$ cat config.mk
export PLATFORM = sky130hd
export DESIGN_NAME = regfile_dump_fill
export DESIGN_NICKNAME = d
export VERILOG_FILES = /design/src/rtl/regfile_dump_fill.sv
export SDC_FILE = /design/constraint.sdc
export NUM_CORES = 1
export LEC_CHECK = 0
export BUFFER_PORTS_ARGS = -buffer_cell sky130_fd_sc_hd__buf_2
export CORE_ASPECT_RATIO = 1.2
export CORE_MARGIN = 2
export CORE_UTILIZATION = 52
export DETAILED_ROUTE_END_ITERATION = 10
export PLACE_DENSITY = 0.79
export SYNTH_ARGS = -nofsm -noshare
export SYNTH_HDL_FRONTEND = slang
export SYNTH_SLANG_ARGS = --single-unit
$ cat constraint.sdc
create_clock -name clock -period 2.89 [get_ports clock]
set_input_delay 0.578 -clock clock [delete_from_list [all_inputs] [get_ports clock]]
set_output_delay 0.578 -clock clock [all_outputs]
set_load 0.005 [all_outputs]
$ cat src/rtl/regfile_dump_fill.sv
// Purpose : maintenance sequencer for the register file; fills a register range with one
//           value through the write port, or dumps a range through the debug read port.
// Latency : fill = one write per cycle starting the cycle after start; dump = first beat
//           two edges after start, then one beat per two cycles; done pulses for one cycle.
// Backpr. : dump beats use dumpValid/dumpReady; a beat and its data are held while dumpReady
//           is low. Fill mode has no backpressure.
//
// Ports:
//   clock, reset             rising-edge clock, asynchronous active-high reset
//   start, mode              command strobe (IDLE only), 0 = dump / 1 = fill
//   firstReg, lastReg        inclusive register range, latched with start
//   fillValue                fill data, latched with start
//   outvalue / inr           register file debug read data / read index
//   writeReg, writeData,
//   controlRegWrite          register file write port
//   dumpData, dumpIndex,
//   dumpValid, dumpReady     dump beat stream
//   busy, done               status: busy outside IDLE, done one-cycle completion pulse
module regfile_dump_fill #(
    parameter int DATA_WIDTH = 16,
    parameter int ADDR_WIDTH = 5
) (
    input  logic                  clock,
    input  logic                  reset,
    input  logic                  start,
    input  logic                  mode,
    input  logic [ADDR_WIDTH-1:0] firstReg,
    input  logic [ADDR_WIDTH-1:0] lastReg,
    input  logic [DATA_WIDTH-1:0] fillValue,
    input  logic [DATA_WIDTH-1:0] outvalue,
    output logic [ADDR_WIDTH-1:0] inr,
    output logic [ADDR_WIDTH-1:0] writeReg,
    output logic [DATA_WIDTH-1:0] writeData,
    output logic                  controlRegWrite,
    output logic [DATA_WIDTH-1:0] dumpData,
    output logic [ADDR_WIDTH-1:0] dumpIndex,
    output logic                  dumpValid,
    input  logic                  dumpReady,
    output logic                  busy,
    output logic                  done
);

    typedef enum logic [2:0] {
        S_IDLE,
        S_FILL,
        S_SETUP,
        S_CAPTURE,
        S_DONE
    } state_t;

    localparam logic [ADDR_WIDTH-1:0] ADDR_ONE = ADDR_WIDTH'(1);

    state_t                r_state;
    logic [ADDR_WIDTH-1:0] r_cur;
    logic [ADDR_WIDTH-1:0] r_last;
    logic [DATA_WIDTH-1:0] r_fill_value;

    state_t                w_state_nxt;
    logic [ADDR_WIDTH-1:0] w_cur_nxt;
    logic [ADDR_WIDTH-1:0] w_last_nxt;
    logic [DATA_WIDTH-1:0] w_fill_value_nxt;
    logic [ADDR_WIDTH-1:0] w_inr_nxt;
    logic [ADDR_WIDTH-1:0] w_write_reg_nxt;
    logic [DATA_WIDTH-1:0] w_write_data_nxt;
    logic                  w_write_en_nxt;
    logic [DATA_WIDTH-1:0] w_dump_data_nxt;
    logic [ADDR_WIDTH-1:0] w_dump_index_nxt;
    logic                  w_dump_valid_nxt;
    logic                  w_done_nxt;
    logic                  w_busy_nxt;
    logic [ADDR_WIDTH-1:0] w_cur_inc;
    logic                  w_at_last;

    assign w_cur_inc = r_cur + ADDR_ONE;
    // Termination is by equality, so the increment never has to wrap past the last index.
    assign w_at_last = (r_cur == r_last);

    always_comb begin
        w_state_nxt      = r_state;
        w_cur_nxt        = r_cur;
        w_last_nxt       = r_last;
        w_fill_value_nxt = r_fill_value;
        w_inr_nxt        = inr;
        w_write_reg_nxt  = writeReg;
        w_write_data_nxt = writeData;
        w_write_en_nxt   = controlRegWrite;
        w_dump_data_nxt  = dumpData;
        w_dump_index_nxt = dumpIndex;
        w_dump_valid_nxt = dumpValid;
        w_done_nxt       = 1'b0;

        case (r_state)
            S_IDLE: begin
                if (start) begin
                    w_cur_nxt        = firstReg;
                    w_last_nxt       = lastReg;
                    w_fill_value_nxt = fillValue;
                    if (firstReg > lastReg) begin
                        w_state_nxt = S_DONE;
                        w_done_nxt  = 1'b1;
                    end else if (mode) begin
                        w_state_nxt      = S_FILL;
                        w_write_en_nxt   = 1'b1;
                        w_write_reg_nxt  = firstReg;
                        w_write_data_nxt = fillValue;
                    end else begin
                        w_state_nxt = S_SETUP;
                        w_inr_nxt   = firstReg;
                    end
                end
            end
            S_FILL: begin
                if (w_at_last) begin
                    w_write_en_nxt = 1'b0;
                    w_state_nxt    = S_DONE;
                    w_done_nxt     = 1'b1;
                end else begin
                    w_cur_nxt        = w_cur_inc;
                    w_write_reg_nxt  = w_cur_inc;
                    w_write_data_nxt = r_fill_value;
                end
            end
            S_SETUP: begin
                // inr has been stable for a full cycle, so outvalue is settled here.
                w_dump_data_nxt  = outvalue;
                w_dump_index_nxt = r_cur;
                w_dump_valid_nxt = 1'b1;
                w_state_nxt      = S_CAPTURE;
            end
            S_CAPTURE: begin
                if (dumpReady) begin
                    w_dump_valid_nxt = 1'b0;
                    if (w_at_last) begin
                        w_state_nxt = S_DONE;
                        w_done_nxt  = 1'b1;
                    end else begin
                        w_cur_nxt   = w_cur_inc;
                        w_inr_nxt   = w_cur_inc;
                        w_state_nxt = S_SETUP;
                    end
                end
            end
            S_DONE: begin
                w_state_nxt = S_IDLE;
            end
            default: begin
                w_state_nxt = S_IDLE;
            end
        endcase

        // busy is registered, so it reflects the state being entered.
        w_busy_nxt = (w_state_nxt != S_IDLE);
    end

    always_ff @(posedge clock or posedge reset) begin
        if (reset) begin
            r_state         <= S_IDLE;
            r_cur           <= '0;
            r_last          <= '0;
            r_fill_value    <= '0;
            inr             <= '0;
            writeReg        <= '0;
            writeData       <= '0;
            controlRegWrite <= 1'b0;
            dumpData        <= '0;
            dumpIndex       <= '0;
            dumpValid       <= 1'b0;
            busy            <= 1'b0;
            done            <= 1'b0;
        end else begin
            r_state         <= w_state_nxt;
            r_cur           <= w_cur_nxt;
            r_last          <= w_last_nxt;
            r_fill_value    <= w_fill_value_nxt;
            inr             <= w_inr_nxt;
            writeReg        <= w_write_reg_nxt;
            writeData       <= w_write_data_nxt;
            controlRegWrite <= w_write_en_nxt;
            dumpData        <= w_dump_data_nxt;
            dumpIndex       <= w_dump_index_nxt;
            dumpValid       <= w_dump_valid_nxt;
            busy            <= w_busy_nxt;
            done            <= w_done_nxt;
        end
    end

endmodule

Word level (Yosys, flattened, before mapping)
Index checks and enable logic that the tools add are counted.

storage, ports and cells
  register bits = 80
  input port bits = 47
  output and inout bits = 51
  word-level logic and storage cells = 77

cells by class
  magnitude comparators = 1
  muxes and demuxes = 38
  reductions and logical operators = 12
  equal/unequal tests = 12
  add/subtract/negate cells = 1

operator list
  cell                                           number
  two-way mux 16 bit                             4
  two-way mux 5 bit                              11
  case mux 16 bit (2 select lines)               1
  case mux 5 bit (2 select lines)                2
  != test 2 bit, second input constant           8
  two-way mux 3 bit                              5
  case mux 5 bit (3 select lines)                1
  case mux 3 bit (4 select lines)                1
  AND reduction 5 bit                            2
  two-way mux 1 bit                              9
  == test 3 x 2 -> 1 bit, second input constant  2
  AND reduction 6 bit                            1
  nonzero test 2 bit                             3
  nonzero test 3 bit                             2
  adder 5 x 1 -> 5 bit, second input constant    1
  == test 5 bit                                  1
  greater-than comparator 5 bit                  1
  case mux 1 bit (2 select lines)                2
  AND reduction 2 bit                            2
  == test 3 x 1 -> 1 bit, second input constant  1
  logical NOT 3 bit                              1
  case mux 1 bit (3 select lines)                1
  AND reduction 3 bit                            1
  two-way mux 2 bit                              1

Depth between registers and ports, before layout
Gate-level depths: netlist (run 1).

  depth in word-level cells = 5
  depth in mapped cells = 8

Worst setup path before layout (run 1)
No wires, ideal clock.

  kind = input to register
  from = input lastReg[2]
  to = register writeData[0]
  cell stages on the path = 8
  slack = 0.467 ns
  arrival = 2.298 ns
  path through = inv_1 -> ha_1 -> and4_1 -> a21o_1 -> o21ai_1 -> a32o_2 -> buf_4 -> mux2_2

on the way
  word-level cells in the longest chain between the ends = 3

ends and longest elaborated chain
  item                           RTL line  text
  start: declaration             28        input logic [ADDR_WIDTH-1:0] lastReg,
  greater-than comparator 5 bit  98        if (firstReg > lastReg) begin
  != test 2 bit (no line)        -
  AND reduction 5 bit (no line)  -
  end signal: assignment         177       writeData <= w_write_data_nxt;
  end: declaration               33        output logic [DATA_WIDTH-1:0] writeData,

No other way between the ends.
A chain may end at the register's enable or synchronous reset.

Worst setup path in the final report (run 1)
  from = input firstReg[2]
  to = register writeData[3]

on the way
  word-level cells in the longest chain between the ends = 3

ends and longest elaborated chain
  item                           RTL line  text
  start: declaration             27        input logic [ADDR_WIDTH-1:0] firstReg,
  greater-than comparator 5 bit  98
  != test 2 bit (no line)        -
  AND reduction 5 bit (no line)  -

No other way between the ends.

==> results of run 1 <==
registers in the layout (all words and copies together), names as in the netlist:
signal and cells:
dumpValid 1, writeData 16, r_cur 5, r_last 5, done 1, dumpIndex 5
r_fill_value 16, r_state 3, controlRegWrite 1, busy 1, dumpData 16, inr 5
writeReg 5
layout make-up:
class | instances | area share [%]
sequential | 80 | 44.8
multi-input combinational | 175 | 34.9
timing repair buffer | 103 | 12.4
clock buffer | 10 | 3.08
tap | 87 | 2.44
clock inverter | 5 | 1.26
inverter | 12 | 1.04
Yosys cell counts, types with 2 or more instances:
library cell,number,area [sq um]
a21oi_1,9,45.0
o22ai_1,2,12.5
mux2_2,83,935
nand2_1,15,56.3
xor2_1,7,61.3
mux2i_1,3,30.0
a32o_1,2,20.0
nor2b_1,2,12.5
dfrtp_1,80,2000
inv_1,12,45.0
a31oi_1,3,18.8
ha_1,6,75.1
buf_1,2,7.51
buf_6,2,22.5
nor2_1,8,30.0
clkbuf_1,3,11.3
nand3_1,2,10.0
buf_2,6,30.0
o21ai_0,11,55.1
a22o_1,2,17.5
nor3_1,2,10.0
a21o_1,3,22.5
kinds of logic (layout without fill, tap and decap cells):
kind of cell	Yosys count	in the layout	synth area share, %
fa+ha+maj	6	6	2.04
flops	80	80	54.5
simple gates	35	35	4.63
mux	86	86	26.3
xor+xnor	8	8	1.91
buf+inv	26	130	3.37
compound gates	40	40	7.26
stage by stage:
| stage | setup WS [ns] | instance area (sq um) | instances | hold slack, ns |
|---|---|---|---|---|
| 2_1_floorplan | 0.260 | 3670 | 281 | 0.465 |
| 3_3_place_gp | 0.309 | 4270 | 457 | 0.459 |
| 3_5_place_dp | 0.266 | 4270 | 457 | 0.483 |
| 4_1_cts | 0.635 | 4470 | 472 | 0.388 |
| 5_1_grt | 0.471 | 4470 | 472 | 0.431 |
| 6_report | 0.559 | 4470 | 472 | 0.373 |
per-layer routing:
metal	global-route usage (%)	part of all wire (%)	wire, um
met1	27.1	44	3220
met5	0	0	0
met3	4.41	5.4	395
met2	32.0	50	3630
met4	7.49	1.2	85
layout by cell type, fill, tap and decap left out, types with 4 or more instances in the layout:
cell / count
buf_4: 4
a21oi_1: 9
xor2_1: 7
nand2_1: 15
clkbuf_8: 10
dfrtp_1: 80
o21ai_0: 11
mux2_2: 83
inv_1: 11
ha_1: 6
buf_2: 97
nor2_1: 8
power by group through the flow:
stage	clock network (uW)	logic, uW	registers, uW
after detailed placement	0	2610	2080
after CTS	832	2610	2060
final	815	2580	2060
after floorplan	0	1850	2030
after global placement	0	2530	2050
after global routing	884	2850	2140
path summary, 6_finish.rpt:
| check | from | endpoint | slack [ns] |
|---|---|---|---|
| setup / recovery | firstReg[2] | writeData[3] | 0.56 |
| hold / removal | reset | dumpData[4] | 0.37 |
| setup reg to reg | r_state[2] | inr[2] | 0.75 |
| hold reg to reg | dumpValid | dumpValid | 0.50 |
| max in group asynchronous | reset | r_last[3] | 1.87 |
| min in group clock | outvalue[4] | dumpData[4] | 0.46 |
worst reg2reg max path, stage by stage, from the launching register on:
cell and delay [ns]:
dfrtp_1 0.45, nor2b_1 0.41, nand2_1 0.35, a21oi_1 0.28, o221ai_2 0.22, mux2_2 0.33
==> summary.txt, run 1 <==
layout cells sized above 1 - 54.3%
Post-Route Skew - 0.00927 ns
Netlist cell types - 38
Final GP Congestion - 0.914
DR pass1 iterations - 4
unrepaired setup endpoints after global routing - no
status - complete, no violations
Area growth syn-to-layout - 21.6%
# resized after CTS - 0
total track usage - 20.1%
Longest Clk Path Bufs - 2
Die Span Y - 96.1 um
Clock Pin Slew Worst Setup and Hold Paths - 0.08 ns
critical path class - in -> reg
worst-path fanout max - 23
cell row count - 33
f_max - 0.429 GHz
Multi-input gate area - 0.00156 sq mm
CTS HTree Levels - 3
cts-stage hold buffer count - 0
cell family with most CP delay - compound AO/OA/AOI/OAI gates
Cells after Synth - 281
grt ovf - 0
synthesized flop and latch total - 80
DP HPWL - 5330 um
Critical Path Sink Type - flop
Root Buffer - clkbuf_8
total power - 5450 uW
CP Data Required Time - 3.12 ns
Port Buffers - 97
asr flop ratio synth - 100%
Tmin final - 2.33 ns
pin count of the biggest net entering global routing - 49
Layout fillers - 564
via count - 2,522
Seq pwr share - 37.8%
post-CTS setup buffers - 0
post-layout util - 65.2%
io pins - 98
Switching Share - 34.6%
Worst R2R Path Depth - 5
yosys warns - 0
Finish-stage setup viols - 0
Critical Path AT - 2.56 ns
PwrDens - 1220 mW/mm^2
CTS tree - done
CORE AREA - 0.00685 sq mm
Die Width - 80.7 um
WP depth - 8
die footprint - 0.00775 sq mm
number of clock sinks - 80
Clock Latency Late Sink - 0.34 ns
first-pass GRT wire length - 11,700 um
WL final - 7320 um
CTS Buf Count - 9
routed len/inst - 15.5 um
EDFF count, synth - 0
Slowest-stage cell, CP - mux2_2
DR DRC count - 0
ANT nets after route - 0
Logic pwr share - 47.3%
Iter 0 DRT Violations - 157
post-synthesis sequential area ratio - 54.5%
Max IR drop VDD - 0.602 mV
nets - 434
initial antenna violation count - 0
Vias/cell - 5.34
Max stage delay on crit path - 0.35 ns
Post-Syn Area - 0.00367 sq mm
Mapped Nets - 334
final number of max-transition violations - 0
antenna diode count - 0
WP buf/inv - 2
P_int - 3560 uW
startpoint types - input pin
leakage - 0.00211 uW
vias in the first global route - 2,386
Max Cap Viol - 0
NetSw - 1890 uW
Slew headroom - 44.3%
commonest register cell after synthesis - dfrtp_1
Final Hold Viols - 0
crit-path cells - buf_2 -> ha_1 -> a211oi_1 -> nor2_1 -> o21ai_1 -> a32o_2 -> buf_12 -> mux2_2
clock share of power - 15.0%
register area - 0.00200 sq mm
starting density of the core - 53.6%
Hold Crit Class - in -> async
Syn Area/Cell - 13.1 sq um
setup_tns - 0 ns
fin crit share - 80.7%
worst slew pin tran - 0.835 ns
Note: power is estimated with default switching activity, not from simulation.
==> run 2: changes to the inputs <==
==> constraint.sdc (replaced) <==
create_clock -name clock -period 2.35 [get_ports clock]
set_input_delay 0.47 -clock clock [delete_from_list [all_inputs] [get_ports clock]]
set_output_delay 0.47 -clock clock [all_outputs]
set_load 0.005 [all_outputs]
==> run 2 against run 1 <==
Design area increased by 3.1%. Sequential share of layout area decreased by 1.3 points. Highest routed layer unchanged. Core utilization increased by 2.0 points. Largest power group unchanged. Combinational power increased by 31%. Clock skew increased by 0.0015 ns. Routed wire length increased by 2.3%. Critical path depth decreased by 2. Register-to-register slack got worse by 0.49 ns. Hold slack got worse by 0.18 ns. Global-route usage increased by 0.86 points. Die area unchanged.
==> summary.txt, run 2 (synthesis gave the netlist of run 1 again) <==
status - complete, no violations
final number of max-transition violations - 0 (unchanged)
WP buf/inv - 1 (-1)
CTS HTree Levels - 3 (unchanged)
Cell Area, Placed - 0.00437 sq mm (+2.4%)
io pins - 98 (unchanged)
worst-path fanout max - 18 (-22%)
post-layout util - 67.2% (+2.0 points)
Port Buffers - 97 (unchanged)
Clock Latency Late Sink - 0.35 ns (about the same)
cell family with most CP delay - compound AO/OA/AOI/OAI gates
Post-Route Skew - 0.0107 ns (+0.00147 ns)
critical path class - reg -> reg
CP Data Required Time - 2.57 ns (-0.55 ns)
# resized after CTS - 0 (unchanged)
Final Hold Viols - 0 (unchanged)
starting density of the core - 53.6% (unchanged)
Clock Pin Slew Worst Setup and Hold Paths - 0.09 ns (about the same)
most frequent cells in the layout - buf_2 (97), mux2_2 (83), dfrtp_1 (80), nand2_1 (15), buf_4 (12)
worst slew pin tran - 0.611 ns (-0.224 ns)
Tmin final - 2.09 ns
leakage - 0.00218 uW (+3.3%)
nets - 444 (+2.3%)
commonest non-fill, non-tap cell in the layout - buf_2
setup_tns - 0 ns (unchanged)
vias in the first global route - 2,599 (+8.9%)
Die Width - 80.7 um (unchanged)
CTS Buf Count - 9 (unchanged)
routed len/inst - 15.5 um (about the same)
CTS tree - done
DP HPWL - 5620 um (+5.4%)
unrepaired setup endpoints after global routing - no
layout cells sized above 1 - 55.6% (+1.3 points)
antenna diode count - 0 (unchanged)
Root Buffer - clkbuf_8
number of clock sinks - 80 (unchanged)
total track usage - 20.9% (+0.86 points)
Largest regs - dumpData (16), r_fill_value (16), writeData (16)
pin count of the biggest net entering global routing - 31 (-37%)
die footprint - 0.00775 sq mm (unchanged)
Max Cap Viol - 0 (unchanged)
ANT nets after route - 0 (unchanged)
Area growth syn-to-layout - 25.3%
Hold Crit Class - in -> async
Slew headroom - 59.2% (+15 points)
Longest Clk Path Bufs - 2 (unchanged)
Critical Path Sink Type - flop
Finish-stage setup viols - 0 (unchanged)
WL final - 7490 um (+2.3%)
via count - 2,570 (+1.9%)
CORE AREA - 0.00685 sq mm (unchanged)
grt ovf - 0 (unchanged)
DR DRC count - 0 (unchanged)
Vias/cell - 5.32 (-0.42%)
Die Span Y - 96.1 um (unchanged)
Final GP Congestion - 0.891 (-2.6%)
Max stage delay on crit path - 0.45 ns (+0.10 ns)
f_max - 0.479 GHz
crit-path cells - xor2_1 -> nor3_4 -> nand2_2 -> a32o_2 -> buf_12 -> a2111o_1
cell row count - 33 (unchanged)
first-pass GRT wire length - 12,200 um (+4.2%)
initial antenna violation count - 0 (unchanged)
cts-stage hold buffer count - 0 (unchanged)
fin area - 0.00460 sq mm (+3.1%)
post-CTS setup buffers - 0 (unchanged)
PwrDens - 1520 mW/mm^2 (+24%)
startpoint types - flop
fin crit share - 88.9%
Critical Path AT - 2.31 ns (-0.25 ns)
DR pass1 iterations - 4 (unchanged)
Iter 0 DRT Violations - 89 (-43%)
Slowest-stage cell, CP - dfrtp_1
Max IR drop VDD - 0.750 mV (+24%)
-- run 2: cell types whose count changed in the layout (fill, tap and decap cells not counted) --
cell,delta
bufinv_16,+1
buf_12,+2
clkinv_2,-2
clkinv_4,+2
buf_4,+8
-- run 2: cell type report --
class / instances / area [sq um]
Fill cell: 559 / 2250
Sequential cell: 80 / 2000
Multi-Input combinational cell: 175 / 1560
Timing Repair Buffer: 113 / 656
Clock buffer: 10 / 138
Tap cell: 87 / 109
Clock inverter: 6 / 91.3
Inverter: 12 / 48.8
-- run 2: report_power, final --
group	total [uW]	internal, uW	switching, uW
sequential	2500	2100	396
combinational	3370	1890	1480
clock	1120	633	492
total	6990	4620	2370
-- run 2: worst paths after layout --
check	start	to	slack (ns)	cells past startpoint
min reg2reg	dumpValid	dumpValid	0.48	1
max reg2reg	r_cur[3]	busy	0.26	6
min in group clock	outvalue[1]	dumpData[1]	0.35	2
min	reset	writeData[6]	0.19	2
max in group asynchronous	reset	dumpIndex[3]	1.61	3
max	r_cur[3]	busy	0.26	6
-- run 2: stage by stage --
| stage | total power [uW] | setup WS, ns | cells | hold slack, ns |
|---|---|---|---|---|
| after global routing | 7510 | 0.168 | 483 | 0.231 |
| after CTS | 7080 | 0.262 | 483 | 0.201 |
| after detailed placement | 5940 | -0.00108 | 467 | 0.468 |
| after floorplan | 4770 | 0.0354 | 281 | 0.465 |
| final | 6990 | 0.261 | 483 | 0.190 |
| after global placement | 5800 | 0.0452 | 467 | 0.459 |
-- run 2: per-layer routing --
metal | global-route usage, % | wire, um | up-vias | share of wire [%]
met1 | 25.0 | 3090 | 1269 | 41
met2 | 36.0 | 3850 | 73 | 51
met4 | 9.60 | 116 | 0 | 1.5
met3 | 4.60 | 433 | 12 | 5.8
li1 | - | - | 1216 | -
met5 | 0 | 0 | - | 0
-- run 2: worst register-to-register path: cells and delay by family, from the launching register on --
kind	cells	cell delay [ns]
compound gates	2	0.69
simple gates	2	0.46
flops	1	0.45
xor+xnor	1	0.21
buf+inv	1	0.16
==> run 3: changes to the inputs <==
--- a/config.mk
+++ b/config.mk
@@ -5,7 +5,7 @@
 export SDC_FILE = /design/constraint.sdc
 export NUM_CORES = 1
 export LEC_CHECK = 0
-export BUFFER_PORTS_ARGS = -buffer_cell sky130_fd_sc_hd__buf_2
+export BUFFER_PORTS_ARGS = -buffer_cell sky130_fd_sc_hd__buf_4
 export CORE_ASPECT_RATIO = 1.2
 export CORE_MARGIN = 2
 export CORE_UTILIZATION = 52
==> run 3 against run 2 <==
Count of clock-buffer cells in the layout is 1 lower. Hold slack worse by 0.018 ns. Fmax is 0.64% higher. Die area stayed put. Worst setup slack gained 0.013 ns. Largest cell class unchanged. Highest routed layer unchanged.
==> summary.txt, run 3 (synthesis gave the netlist of run 1 again) <==
status - complete, no violations
leakage - 0.00225 uW (+3.2%)
Vias/cell - 5.38 (+1.1%)
pin count of the biggest net entering global routing - 35 (+13%)
cell row count - 33 (unchanged)
initial antenna violation count - 0 (unchanged)
startpoint types - flop
Final GP Congestion - 0.895 (+0.47%)
cell family with most CP delay - compound AO/OA/AOI/OAI gates
Port Buffers - 97 (unchanged)
CTS HTree Levels - 3 (unchanged)
r2r setup slk - 0.27 ns (about the same)
CORE AREA - 0.00685 sq mm (unchanged)
RR Endpoint - busy
nets - 446 (+0.45%)
Multi-input gate area - 0.00156 sq mm (unchanged)
layout cells sized above 1 - 55.8% (+0.22 points)
Critical Path AT - 2.31 ns (about the same)
Slowest-stage cell, CP - dfrtp_1
ANT nets after route - 0 (unchanged)
Iter 0 DRT Violations - 126 (+42%)
Clock Pin Slew Worst Setup and Hold Paths - 0.10 ns (about the same)
Max Cap Viol - 0 (unchanged)
WP buf/inv - 1 (unchanged)
vias in the first global route - 2,559 (-1.5%)
f_max - 0.482 GHz (+0.64%)
worst-path fanout max - 18 (unchanged)
antenna diode count - 0 (unchanged)
cts-stage hold buffer count - 0 (unchanged)
WL final - 7800 um (+4.1%)
setup_tns - 0 ns (unchanged)
Largest regs - dumpData (16), r_fill_value (16), writeData (16)
worst slew pin tran - 0.580 ns (-0.0307 ns)
PwrDens - 1490 mW/mm^2 (-2.1%)
Root Buffer - clkbuf_8
Slew headroom - 61.2% (+2.1 points)
Critical Path Sink Type - flop
FF-to-FF Start - r_cur[3]
DR DRC count - 0 (unchanged)
starting density of the core - 53.6% (unchanged)
io pins - 98 (unchanged)
unrepaired setup endpoints after global routing - no
Die Span Y - 96.1 um (unchanged)
Max IR drop VDD - 0.931 mV (+24%)
CTS tree - done
Hold Crit Class - in -> async
fin crit share - 88.3% (-0.56 points)
most frequent cells in the layout - buf_4 (113), mux2_2 (83), dfrtp_1 (80), nand2_1 (15)
Worst R2R Path Depth - 6 (unchanged)
Tmin final - 2.08 ns (-0.0132 ns)
DR pass1 iterations - 4 (unchanged)
commonest non-fill, non-tap cell in the layout - buf_4
grt ovf - 0 (unchanged)
# resized after CTS - 0 (unchanged)
Layout fillers - 532 (-4.8%)
DP HPWL - 5880 um (+4.6%)
Max stage delay on crit path - 0.45 ns (about the same)
post-CTS setup buffers - 0 (unchanged)
Longest Clk Path Bufs - 2 (unchanged)
CTS Buf Count - 9 (unchanged)
via count - 2,609 (+1.5%)
routed len/inst - 16.1 um (+3.7%)
Clock Latency Late Sink - 0.36 ns (about the same)
post-layout util - 70.2% (+3.0 points)
final number of max-transition violations - 0 (unchanged)
Area growth syn-to-layout - 31.0%
Final Hold Viols - 0 (unchanged)
number of clock sinks - 80 (unchanged)
die footprint - 0.00775 sq mm (unchanged)
register area - 0.00200 sq mm (unchanged)
Post-Route Skew - 0.0164 ns (+0.00567 ns)
Die Width - 80.7 um (unchanged)
Finish-stage setup viols - 0 (unchanged)
CP Data Required Time - 2.58 ns (about the same)
total track usage - 21.1% (+0.18 points)
crit-path cells - xor2_1 -> nor3_4 -> nand2_2 -> a32o_2 -> buf_12 -> a2111o_1
first-pass GRT wire length - 12,200 um (+0.23%)
critical path class - reg -> reg
[run 3: worst max path at each step]
stage | end | start | depth (start not counted) | slack, ns
2_1_floorplan | writeData[0] | lastReg[2] | 8 | 0.04
3_3_place_gp | writeData[4] | lastReg[2] | 9 | 0.04
4_1_cts | busy | r_cur[3] | 6 | 0.27
3_5_place_dp | writeData[13] | lastReg[2] | 9 | 0.001
5_1_grt | busy | r_cur[3] | 6 | 0.16
6_report | busy | r_cur[3] | 6 | 0.27
[run 3: routing by layer]
metal / vias up / wire [um] / track usage, % / share of wire, %
met5: - / 0 / 0 / 0
met4: 0 / 140 / 9.04 / 1.8
met3: 16 / 415 / 3.47 / 5.3
met2: 86 / 4020 / 37.4 / 52
met1: 1283 / 3220 / 25.4 / 41
li1: 1224 / - / - / -
[run 3: where the power goes]
group          internal (uW)  switching, uW
Combinational           2120           1470
Sequential              2100            428
Clock                    503            527
Total                   4730           2430
[run 3: area by class of cell]
type / count / area share, %
Tap cell: 87 / 2.26
Inverter: 12 / 1.01
Clock inverter: 7 / 1.66
Clock buffer: 9 / 2.57
Timing Repair Buffer: 115 / 18.5
Multi-Input combinational cell: 175 / 32.4
Sequential cell: 80 / 41.6
[run 3: per-stage QoR]
stage                     area [sq um]  worst slack [ns]  hold WS, ns  cells  total power (uW)
after detailed placement          4610           0.00125        0.469    469              6190
after global placement            4610            0.0389        0.465    469              6060
after floorplan                   3680            0.0354        0.465    281              4770
after global routing              4810             0.164        0.199    485              7630
after CTS                         4810             0.270        0.180    485              7230
final                             4810             0.274        0.172    485              7150
